[src/rtl/seq_add_n.sv]
// seq_add_n: multi-cycle adder/subtractor that processes CHUNK bits per clock,
// LSB chunk first, and presents a registered result with a one-cycle done pulse.
module seq_add_n #(
    parameter int WIDTH = 16,
    parameter int CHUNK = 4
) (
    input  logic             clk,
    input  logic             rst_n,
    input  logic             start,
    input  logic [WIDTH-1:0] a,
    input  logic [WIDTH-1:0] b,
    input  logic             cin,
    input  logic             sub,
    output logic             busy,
    output logic             done,
    output logic [WIDTH-1:0] s,
    output logic             cout,
    output logic             ovf
);

    localparam int NCHUNK = WIDTH / CHUNK;
    localparam int KW     = (NCHUNK > 1) ? $clog2(NCHUNK) : 1;
    localparam logic [KW-1:0] LAST_K = KW'(NCHUNK - 1);

    typedef enum logic [1:0] {
        IDLE = 2'd0,
        RUN  = 2'd1,
        DONE = 2'd2
    } state_t;

    state_t           state_r;
    logic [WIDTH-1:0] a_r;
    logic [WIDTH-1:0] b_r;
    logic [WIDTH-1:0] psum_r;
    logic             carry_r;
    logic [KW-1:0]    k_r;
    logic             busy_r;
    logic             done_r;
    logic [WIDTH-1:0] s_r;
    logic             cout_r;
    logic             ovf_r;

    logic [CHUNK-1:0] a_chunk_s;
    logic [CHUNK-1:0] b_chunk_s;
    logic [CHUNK:0]   chunk_sum_s;
    logic             msb_cin_s;
    logic [WIDTH-1:0] psum_next_s;
    logic             last_chunk_s;
    logic             accept_s;

    // Current chunk addition and merged partial sum; carry into the chunk MSB is
    // recovered as a^b^sum at that bit, which also covers the single-bit chunk case.
    always_comb begin
        a_chunk_s   = a_r[int'(k_r) * CHUNK +: CHUNK];
        b_chunk_s   = b_r[int'(k_r) * CHUNK +: CHUNK];
        chunk_sum_s = {1'b0, a_chunk_s} + {1'b0, b_chunk_s} + {{CHUNK{1'b0}}, carry_r};
        msb_cin_s   = a_chunk_s[CHUNK-1] ^ b_chunk_s[CHUNK-1] ^ chunk_sum_s[CHUNK-1];
        psum_next_s = psum_r;
        psum_next_s[int'(k_r) * CHUNK +: CHUNK] = chunk_sum_s[CHUNK-1:0];
        last_chunk_s = (k_r == LAST_K);
        if (start && ((state_r == IDLE) || (state_r == DONE))) begin
            accept_s = 1'b1;
        end else begin
            accept_s = 1'b0;
        end
    end

    // Sequencer: accepts operations in IDLE or DONE, walks the chunks in RUN,
    // and loads the registered result on the edge entering DONE.
    always_ff @(posedge clk or negedge rst_n) begin
        if (!rst_n) begin
            state_r <= IDLE;
            a_r     <= {WIDTH{1'b0}};
            b_r     <= {WIDTH{1'b0}};
            psum_r  <= {WIDTH{1'b0}};
            carry_r <= 1'b0;
            k_r     <= {KW{1'b0}};
            busy_r  <= 1'b0;
            done_r  <= 1'b0;
            s_r     <= {WIDTH{1'b0}};
            cout_r  <= 1'b0;
            ovf_r   <= 1'b0;
        end else if (accept_s) begin
            a_r     <= a;
            b_r     <= b ^ {WIDTH{sub}};
            carry_r <= sub ? 1'b1 : cin;
            k_r     <= {KW{1'b0}};
            state_r <= RUN;
            busy_r  <= 1'b1;
            done_r  <= 1'b0;
        end else begin
            case (state_r)
                IDLE: begin
                    busy_r <= 1'b0;
                    done_r <= 1'b0;
                end
                RUN: begin
                    carry_r <= chunk_sum_s[CHUNK];
                    psum_r  <= psum_next_s;
                    k_r     <= k_r + KW'(1);
                    if (last_chunk_s) begin
                        s_r     <= psum_next_s;
                        cout_r  <= chunk_sum_s[CHUNK];
                        ovf_r   <= msb_cin_s ^ chunk_sum_s[CHUNK];
                        state_r <= DONE;
                        busy_r  <= 1'b0;
                        done_r  <= 1'b1;
                    end else begin
                        busy_r  <= 1'b1;
                        done_r  <= 1'b0;
                    end
                end
                DONE: begin
                    state_r <= IDLE;
                    busy_r  <= 1'b0;
                    done_r  <= 1'b0;
                end
                default: begin
                    state_r <= IDLE;
                    busy_r  <= 1'b0;
                    done_r  <= 1'b0;
                end
            endcase
        end
    end

    assign busy = busy_r;
    assign done = done_r;
    assign s    = s_r;
    assign cout = cout_r;
    assign ovf  = ovf_r;

endmodule

[config.mk]
export PLATFORM = sky130hd
export DESIGN_NAME = seq_add_n
export DESIGN_NICKNAME = d
export VERILOG_FILES = /design/src/rtl/seq_add_n.sv
export SDC_FILE = /design/constraint.sdc
export NUM_CORES = 1
export LEC_CHECK = 0
export ABC_CLOCK_PERIOD_IN_PS = 6000
export CORE_UTILIZATION = 55
export CTS_BUF_LIST = sky130_fd_sc_hd__clkbuf_8
export CTS_CLUSTER_SIZE = 30
export DETAILED_ROUTE_END_ITERATION = 16
export HOLD_SLACK_MARGIN = 0.08
export PLACE_DENSITY = 0.82
export SYNTH_ARGS = -nofsm -noshare
export SYNTH_HDL_FRONTEND = slang
export SYNTH_SLANG_ARGS = --single-unit
[constraint.sdc]
create_clock -name clk -period 6 [get_ports clk]
set_clock_uncertainty 0.15 [all_clocks]
set_input_delay 0.6 -clock clk [delete_from_list [all_inputs] [get_ports clk]]
set_output_delay 0.6 -clock clk [all_outputs]
set_load 0.1 [all_outputs]
Yosys cells after proc, flatten, opt, wreduce, memory -nomap -nowiden --
Index checks and enable logic that the tools add are counted.
Operators by class: $add $sub $neg 4, eq/ne operators 5, shift operators 4, muxes and demuxes 16, bitwise logic cells 5, reductions and logical operators 7
Operators with widths (number):
- negator 4 -> 33 bit | 1
- variable shift 4 x 33 -> 16 bit, first input constant | 1
- variable part select 4 x 33 -> 16 bit | 1
- variable part select 16 x 5 -> 4 bit | 2
- bitwise mux 16 bit | 1
- bitwise XOR 16 bit | 1
- two-way mux 1 bit | 10
- two-way mux 2 bit | 4
- adder 4 x 4 -> 5 bit | 1
- adder 5 x 1 -> 5 bit | 1
- equality test 2 bit, second input constant | 2
- one-hot mux 2 bit (2 select lines) | 1
- AND reduction 2 bit | 2
- inequality test 3 bit, second input constant | 1
- AND reduction 3 bit | 1
- bitwise XOR 1 bit | 3
- adder 2 x 1 -> 2 bit, second input constant | 1
- equality test 2 x 1 -> 1 bit, second input constant | 1
- logical NOT 2 bit | 1
- inequality test 2 bit, second input constant | 1
- nonzero test 2 bit | 1
- logical AND 1 bit | 1
- logical OR 1 bit | 1
- inverter 1 bit | 1
Storage, ports and cells: register bits after elaboration 73, output and inout bits 20

Longest topological paths before layout --
Gate-level depths: netlist (run 1).
depth in word-level cells 6, mapped depth 8

Least setup slack after synthesis (run 1) --
Ideal clock, no wire load.
path kind register to register, start register k_r[0], end register ovf_r (netlist: ovf), library setup time 136 ps, arrival 2716 ps, data required time 5714 ps, slack 2997 ps, cell stages (with the launch flop) 9, buffers on the path 1, clock period less this slack 3003 ps, cells stage by stage dfrtp_1 -> buf_2 -> mux4_2 -> fa_1 -> fa_1 -> a21o_1 -> a21oi_1 -> xnor2_1 -> o21ai_0
Between the ends: longest elaborated chain between the ends 5, elaborated cells between the ends (all ways) 9, classes of those cells 2 x add/sub; 1 x eq/ne; 2 x shift; 3 x bitwise; 1 x reduce/logical
Ends and longest elaborated chain:
- start, declared | line 36 | logic [KW-1:0] k_r;
- start signal, assigned | line 77 | k_r <= {KW{1'b0}};
- start signal, assigned | line 87 | k_r <= {KW{1'b0}};
- start signal, assigned | line 100 | k_r <= k_r + KW'(1);
- variable part select 16 x 5 -> 4 bit (on tied branches) | line 54, 55
- adder 4 x 4 -> 5 bit | line 56 | chunk_sum_s = {1'b0, a_chunk_s} + {1'b0, b_chunk_s} + {{CHUNK{1'b0}}, carry_r};
- adder 5 x 1 -> 5 bit | line 56
- bitwise XOR 1 bit | line 57 | msb_cin_s = a_chunk_s[CHUNK-1] ^ b_chunk_s[CHUNK-1] ^ chunk_sum_s[CHUNK-1];
- bitwise XOR 1 bit | line 104 | ovf_r <= msb_cin_s ^ chunk_sum_s[CHUNK];
- end signal, assigned | line 104
- end, declared | line 41 | logic ovf_r;
Parallel ways exist; a longest one is shown, timed or not. A chain may end at the register's enable or synchronous reset.

Worst setup path after layout (run 1) --
start register k_r[0], end register psum_r[6]
Between the ends: longest elaborated chain between the ends 5, elaborated cells between the ends (all ways) 8, classes of those cells 3 x add/sub; 4 x shift; 1 x mux
Ends and longest elaborated chain:
- variable part select 16 x 5 -> 4 bit (on tied branches) | line 54, 55
- adder 4 x 4 -> 5 bit | line 56
- adder 5 x 1 -> 5 bit | line 56
- variable part select 4 x 33 -> 16 bit | line 59 | psum_next_s[int'(k_r) * CHUNK +: CHUNK] = chunk_sum_s[CHUNK-1:0];
- bitwise mux 16 bit * | line 59
- end signal, assigned | line 75 | psum_r <= {WIDTH{1'b0}};
- end signal, assigned | line 99 | psum_r <= psum_next_s;
- end, declared | line 34 | logic [WIDTH-1:0] psum_r;
Every way passes the cells marked *; elsewhere a longest branch is shown, timed or not.

==> results of run 1 <==
-- flip-flops by register name, indices dropped and copies added, names as in the netlist --
name	flops
psum_r	16
cout	1
k_r	2
done	1
carry_r	1
a_r	16
s	16
b_r	16
busy	1
ovf	1
state_r	2
-- layout by cell type, fill, tap and decap left out, types with 2 or more instances in the layout --
cell type	instances
dfrtp_1	73
clkdlybuf4s50_1	55
nand2_1	33
o21ai_0	27
nor2_1	19
xnor2_1	18
mux2_2	16
a32o_1	12
clkbuf_8	11
a221oi_1	9
ha_1	9
mux4_2	8
inv_1	8
a21oi_1	8
a22o_1	5
nor3b_1	4
nor2b_1	4
clkinv_2	3
xor2_1	2
nor3_2	2
a21o_1	2
and2_1	2
fa_1	2
buf_4	2
-- kinds of logic after synthesis --
family,count (synthesis)
buf+inv,26
compound gates,66
flops,73
xor+xnor,20
simple gates,69
mux,24
fa+ha+maj,11
-- layer usage --
layer  up-vias  track usage  share of wire  wire (um)
li1       1123            -              -          -
met1      1179       0.2670           0.42       2690
met2        75       0.3731           0.52       3307
met3        14      0.03708          0.041        265
met4         0       0.1179          0.025        158
met5         -            0              0          0
-- per-stage QoR --
step                setup slack, ps  std cells  hold slack (ps)
finish                         2626        419            305.3
global route                   2404        419            357.4
CTS                            2593        419            334.8
detailed placement             2624        403            319.9
global placement               2727        403            306.6
floorplan                      2997        289            154.4
-- worst paths after layout --
path / start / to / slack [ps] / depth (start not counted)
max in group asynchronous: rst_n / a_r[9] / 4810 / 2
max: k_r[0] / psum_r[6] / 2630 / 6
min in group clk: b_r[5] / b_r[5] / 340 / 2
min reg2reg: b_r[5] / b_r[5] / 340 / 2
min: rst_n / done / 310 / 2
max reg2reg: k_r[0] / psum_r[6] / 2630 / 6
-- final cells by class --
class / instances / area, um2 / area share
timing repair buffer: 58 / 570.5 / 0.1368
multi-input combinational: 190 / 1480 / 0.3548
sequential: 73 / 1827 / 0.4379
clock buffer: 11 / 151.4 / 0.03629
clock inverter: 5 / 22.52 / 0.005399
inverter: 7 / 26.28 / 0.006299
tap: 75 / 93.84 / 0.02250
==> run_results.csv, run 1 <==
group,metric,value,unit
placement,gp_congestion,0.7862,
critical_path,required,6140,ps
synth,yosysSeqAreaShare,0.5346,
die,die-area,6532,um2
synth,synth_xor_area_frac,0.05126,
detailed_routing,routedWlPerCell,15.32,um
synth,synth_edf_count,0,
die,dieHeight,80.82,um
die,io_pins,57,
detailed_routing,firstDrtPassIters,4,
placement,dpl_cell_area,3998,um2
detailed_routing,vias,2391,
cells_and_area,syn_to_final_growth,22.08,%
sta,post-route-min-period,3374,ps
sta,max_freq,0.2964,GHz
cells_and_area,fillCellCount,472,
clock_network,cts_num_sinks,73,
clock_network,clk_pin_slew,70,ps
critical_path,cp_slowest_cell,"dfrtp_1",
clock_network,clk_latency,350,ps
detailed_routing,ant_nets,0,
sta,worstMarginPinSlew,1159,ps
worst_hold_path,worstHoldPathType,"in -> async",
clock_network,cts_buffers,9,
cells_and_area,fin_area,4172,um2
synth,synth.top_cells.by_area,"dfrtp_1, mux2_2, mux4_2, xnor2_1, o21ai_0",
clock_network,postCtsHoldBufs,0,
sta,finalSetupTns,0,ps
cells_and_area,layout-drive-gt1-share,0.1366,
cells_and_area,diodes,0,
synth,ys_ff_latch,73,
clock_network,post_cts_resized,0,
sta,setup_viol,0,
synth,synth_top_family_by_area,"compound AO/OA/AOI/OAI gates",
sta,period_share,0.5623,
synth,muxShareOfSynthArea,0.1055,
synth,synth_ff_type,"dfrtp_1",
synth,synthesis.area,3417,um2
synth,synth_adder_area_share,0.04467,
grt,grt_first_pass_wirelength,10580,um
grt,overflow,0,
synth,synth.most_common_cell,"dfrtp_1",
die,start_util,0.5737,
clock_network,h-tree-depth,3,
synth,syn_nets,337,
synth,yosys.area.top_type_share,0.5346,
critical_path,crit_buf_inv,0,
sta,rsz0062_at_grt,"false",
synth,ys_warn_count,0,
placement,port_buffers,56,
critical_path,critical_path.max_fanout,16,
synth,async_flop_share,1.000,
synth,synthSimpleGateAreaFrac,0.09777,
grt,grt_max_degree,74,
die,die_width,80.82,um
clock_network,cts_setup_buffers,0,
clock_network,cts_tree,"done",
grt,grt.total_usage,0.2197,
sta,relSlewSlack,0.2170,
synth,synthTopCellsByCount,"dfrtp_1, nand2_1, o21ai_0",
critical_path,startpoint_type,"flop",
die,num_rows,28,
detailed_routing,first_iter_violations,135,
synth,synth-compound-area-share,0.1333,
run,maxCapViolations,0,
synth,yosysUniqueCellTypes,31,
critical_path,critPathMaxStageDelay,870,ps
synth,synth_cells,289,
synth,synth.avg_cell_area,11.82,um2
detailed_routing,viasPerCell,5.706,
cells_and_area,postLayoutCoreUtil,0.7004,
critical_path,end_kind,"flop",
critical_path,worstSetupPathType,"reg -> reg",
sta,finalHoldViolCount,0,
detailed_routing,drc,0,
placement,dpl.hpwl,4486,um
run_status,status,"complete, no violations",
critical_path,arrival,3510,ps
critical_path,crit_path_cell_trace,"mux4_2 > fa_1 > fa_1 > xor2_1 > and2_1 > a22o_1",
grt,antenna_found_initial,0,
critical_path,crit_top_cell,"fa_1",
critical_path,path_delay_family,"adder cells",
cells_and_area,nets,387,
grt,first_global_vias,2279,
clock_network,cts_root_buf,"clkbuf_8",
sta,slew_viol_final,0,
clock_network,clk_path_buf_depth,2,
detailed_routing,drt_wl_total,6420,um
synth,synth_area_leader_cell,"dfrtp_1",
die,core-area,5956,um2
Power of run 1 is left out: the tool's default activity adds up to more than one toggle a clock period on the data nets, which glitch-free logic cannot reach.
==> run 2, diff against run 1 <==
--- a/config.mk
+++ b/config.mk
@@ -5,7 +5,7 @@
 export SDC_FILE = /design/constraint.sdc
 export NUM_CORES = 1
 export LEC_CHECK = 0
-export ABC_CLOCK_PERIOD_IN_PS = 6000
+export ABC_CLOCK_PERIOD_IN_PS = 3500
 export CORE_UTILIZATION = 55
 export CTS_BUF_LIST = sky130_fd_sc_hd__clkbuf_8
 export CTS_CLUSTER_SIZE = 30
==> constraint.sdc (replaced) <==
create_clock -name clk -period 3.5 [get_ports clk]
set_clock_uncertainty 0.15 [all_clocks]
set_input_delay 0.35 -clock clk [delete_from_list [all_inputs] [get_ports clk]]
set_output_delay 0.35 -clock clk [all_outputs]
set_load 0.1 [all_outputs]
==> run 2 against run 1 <==
  * Cell area rose by 0.90%
  * Die area did not move
  * Non-clock buffer count rose by 3
  * Critical path depth did not move
==> run_results.csv, run 2 (same netlist as run 1, synthesis figures left out) <==
group,metric,value,unit
critical_path,startpoint_type,"flop",
clock_network,clk_latency,350,ps
clock_network,cts_buffers,9,
critical_path,r2r_cells,6,
clock_network,clk_pin_slew,80,ps
sta,period_share,0.8584,
die,die-area,6532,um2
grt,grt_max_degree,74,
detailed_routing,drt_wl_total,6525,um
cells_and_area,fillCellCount,472,
critical_path,end_kind,"flop",
worst_hold_path,worstHoldPathType,"in -> async",
run_status,status,"complete, no violations",
grt,grt.total_usage,0.2333,
critical_path,required,3640,ps
detailed_routing,routedWlPerCell,15.46,um
grt,grt_first_pass_wirelength,11150,um
clock_network,cts_setup_buffers,0,
detailed_routing,dr_wl_met2,3327,um
sta,max_freq,0.3328,GHz
sta,rsz0062_at_grt,"false",
detailed_routing,routed.top_layer,"met4",
placement,gp_congestion,0.8104,
sta,relSlewSlack,0.3519,
grt,overflow,0,
clock_network,cts_num_sinks,73,
run,maxCapViolations,0,
detailed_routing,drc,0,
detailed_routing,vias,2337,
detailed_routing,ant_nets,0,
sta,setup_viol,0,
critical_path,reg2reg_from,"k_r[0]",
grt,first_global_vias,2325,
cells_and_area,layout_common_cells,"dfrtp_1, clkdlybuf4s50_1, nand2_1",
grt,antenna_found_initial,0,
detailed_routing,first_iter_violations,130,
detailed_routing,firstDrtPassIters,4,
cells_and_area,postLayoutCoreUtil,0.7067,
clock_network,h-tree-depth,3,
cells_and_area,syn_to_final_growth,23.18,%
critical_path,critical_path.max_fanout,9,
critical_path,r2r_slack,500,ps
sta,post-route-min-period,3004,ps
sta,finalHoldWorstSlack,69.23,ps
cells_and_area,nets,390,
clock_network,cts_tree,"done",
clock_network,postCtsHoldBufs,0,
sta,finalHoldViolCount,0,
clock_network,post_cts_resized,0,
sta,slew_viol_final,0,
die,num_rows,28,
placement,dpl.hpwl,4539,um
die,dieHeight,80.82,um
detailed_routing,wl_met1,2755,um
critical_path,arrival,3140,ps
sta,finalSetupTns,0,ps
cells_and_area,diodes,0,
detailed_routing,met3_length,328,um
die,start_util,0.5737,
critical_path,timing.rr.end,"psum_r[6]",
die,core-area,5956,um2
critical_path,worstSetupPathType,"reg -> reg",
cells_and_area,layout_commonest_cell,"dfrtp_1",
placement,port_buffers,56,
die,io_pins,57,
detailed_routing,viasPerCell,5.538,
die,die_width,80.82,um
clock_network,cts_root_buf,"clkbuf_8",
sta,worstMarginPinSlew,969.1,ps
clock_network,clk_path_buf_depth,2,
cells_and_area,layout-drive-gt1-share,0.1412,
[run 2: cell count changes in the layout (fill, tap and decap cells not counted), sizes merged]
cell    change
buf         +3
clkbuf      -1
clkinv      -1
inv         +1
bufinv      +1
[run 2: metal layers]
metal,GRT usage,vias up
met5,0,-
met4,0.09286,0
met3,0.06629,12
met2,0.3765,74
met1,0.2970,1121
li1,-,1130
[run 2: worst max-delay path by stage]
stage	slack [ps]	cells after the start	from	to
after floorplan	500	8	k_r[0]	ovf
after global placement	560	6	k_r[0]	psum_r[6]
after detailed placement	500	6	k_r[0]	psum_r[6]
after CTS	480	6	k_r[0]	psum_r[6]
after global routing	270	6	k_r[0]	psum_r[6]
final	500	6	k_r[0]	psum_r[6]
[run 2: critical path, stage by stage, from the launching register on]
cell,delay [ps]
dfrtp_1,590
mux4_2,580
fa_1,440
fa_1,410
xor2_1,370
and2_1,250
a22o_1,160
[run 2: area by class of cell]
cell class	instances	area [um2]	share of cell area
Timing Repair Buffer	61	593.1	0.1409
Inverter	7	26.28	0.006243
Clock inverter	6	51.30	0.01219
Multi-Input combinational cell	190	1480	0.3517
Tap cell	75	93.84	0.02229
Clock buffer	10	137.6	0.03270
Sequential cell	73	1827	0.4340
[run 2: stage by stage]
stage / area [um2] / setup slack (ps) / std cells
final: 4209 / 495.6 / 422
after global routing: 4209 / 265.7 / 422
after CTS: 4209 / 484.2 / 422
after detailed placement: 4020 / 498.5 / 406
after global placement: 4020 / 561.4 / 406
after floorplan: 3417 / 497.3 / 289
Power of run 2 is left out for the same reason.
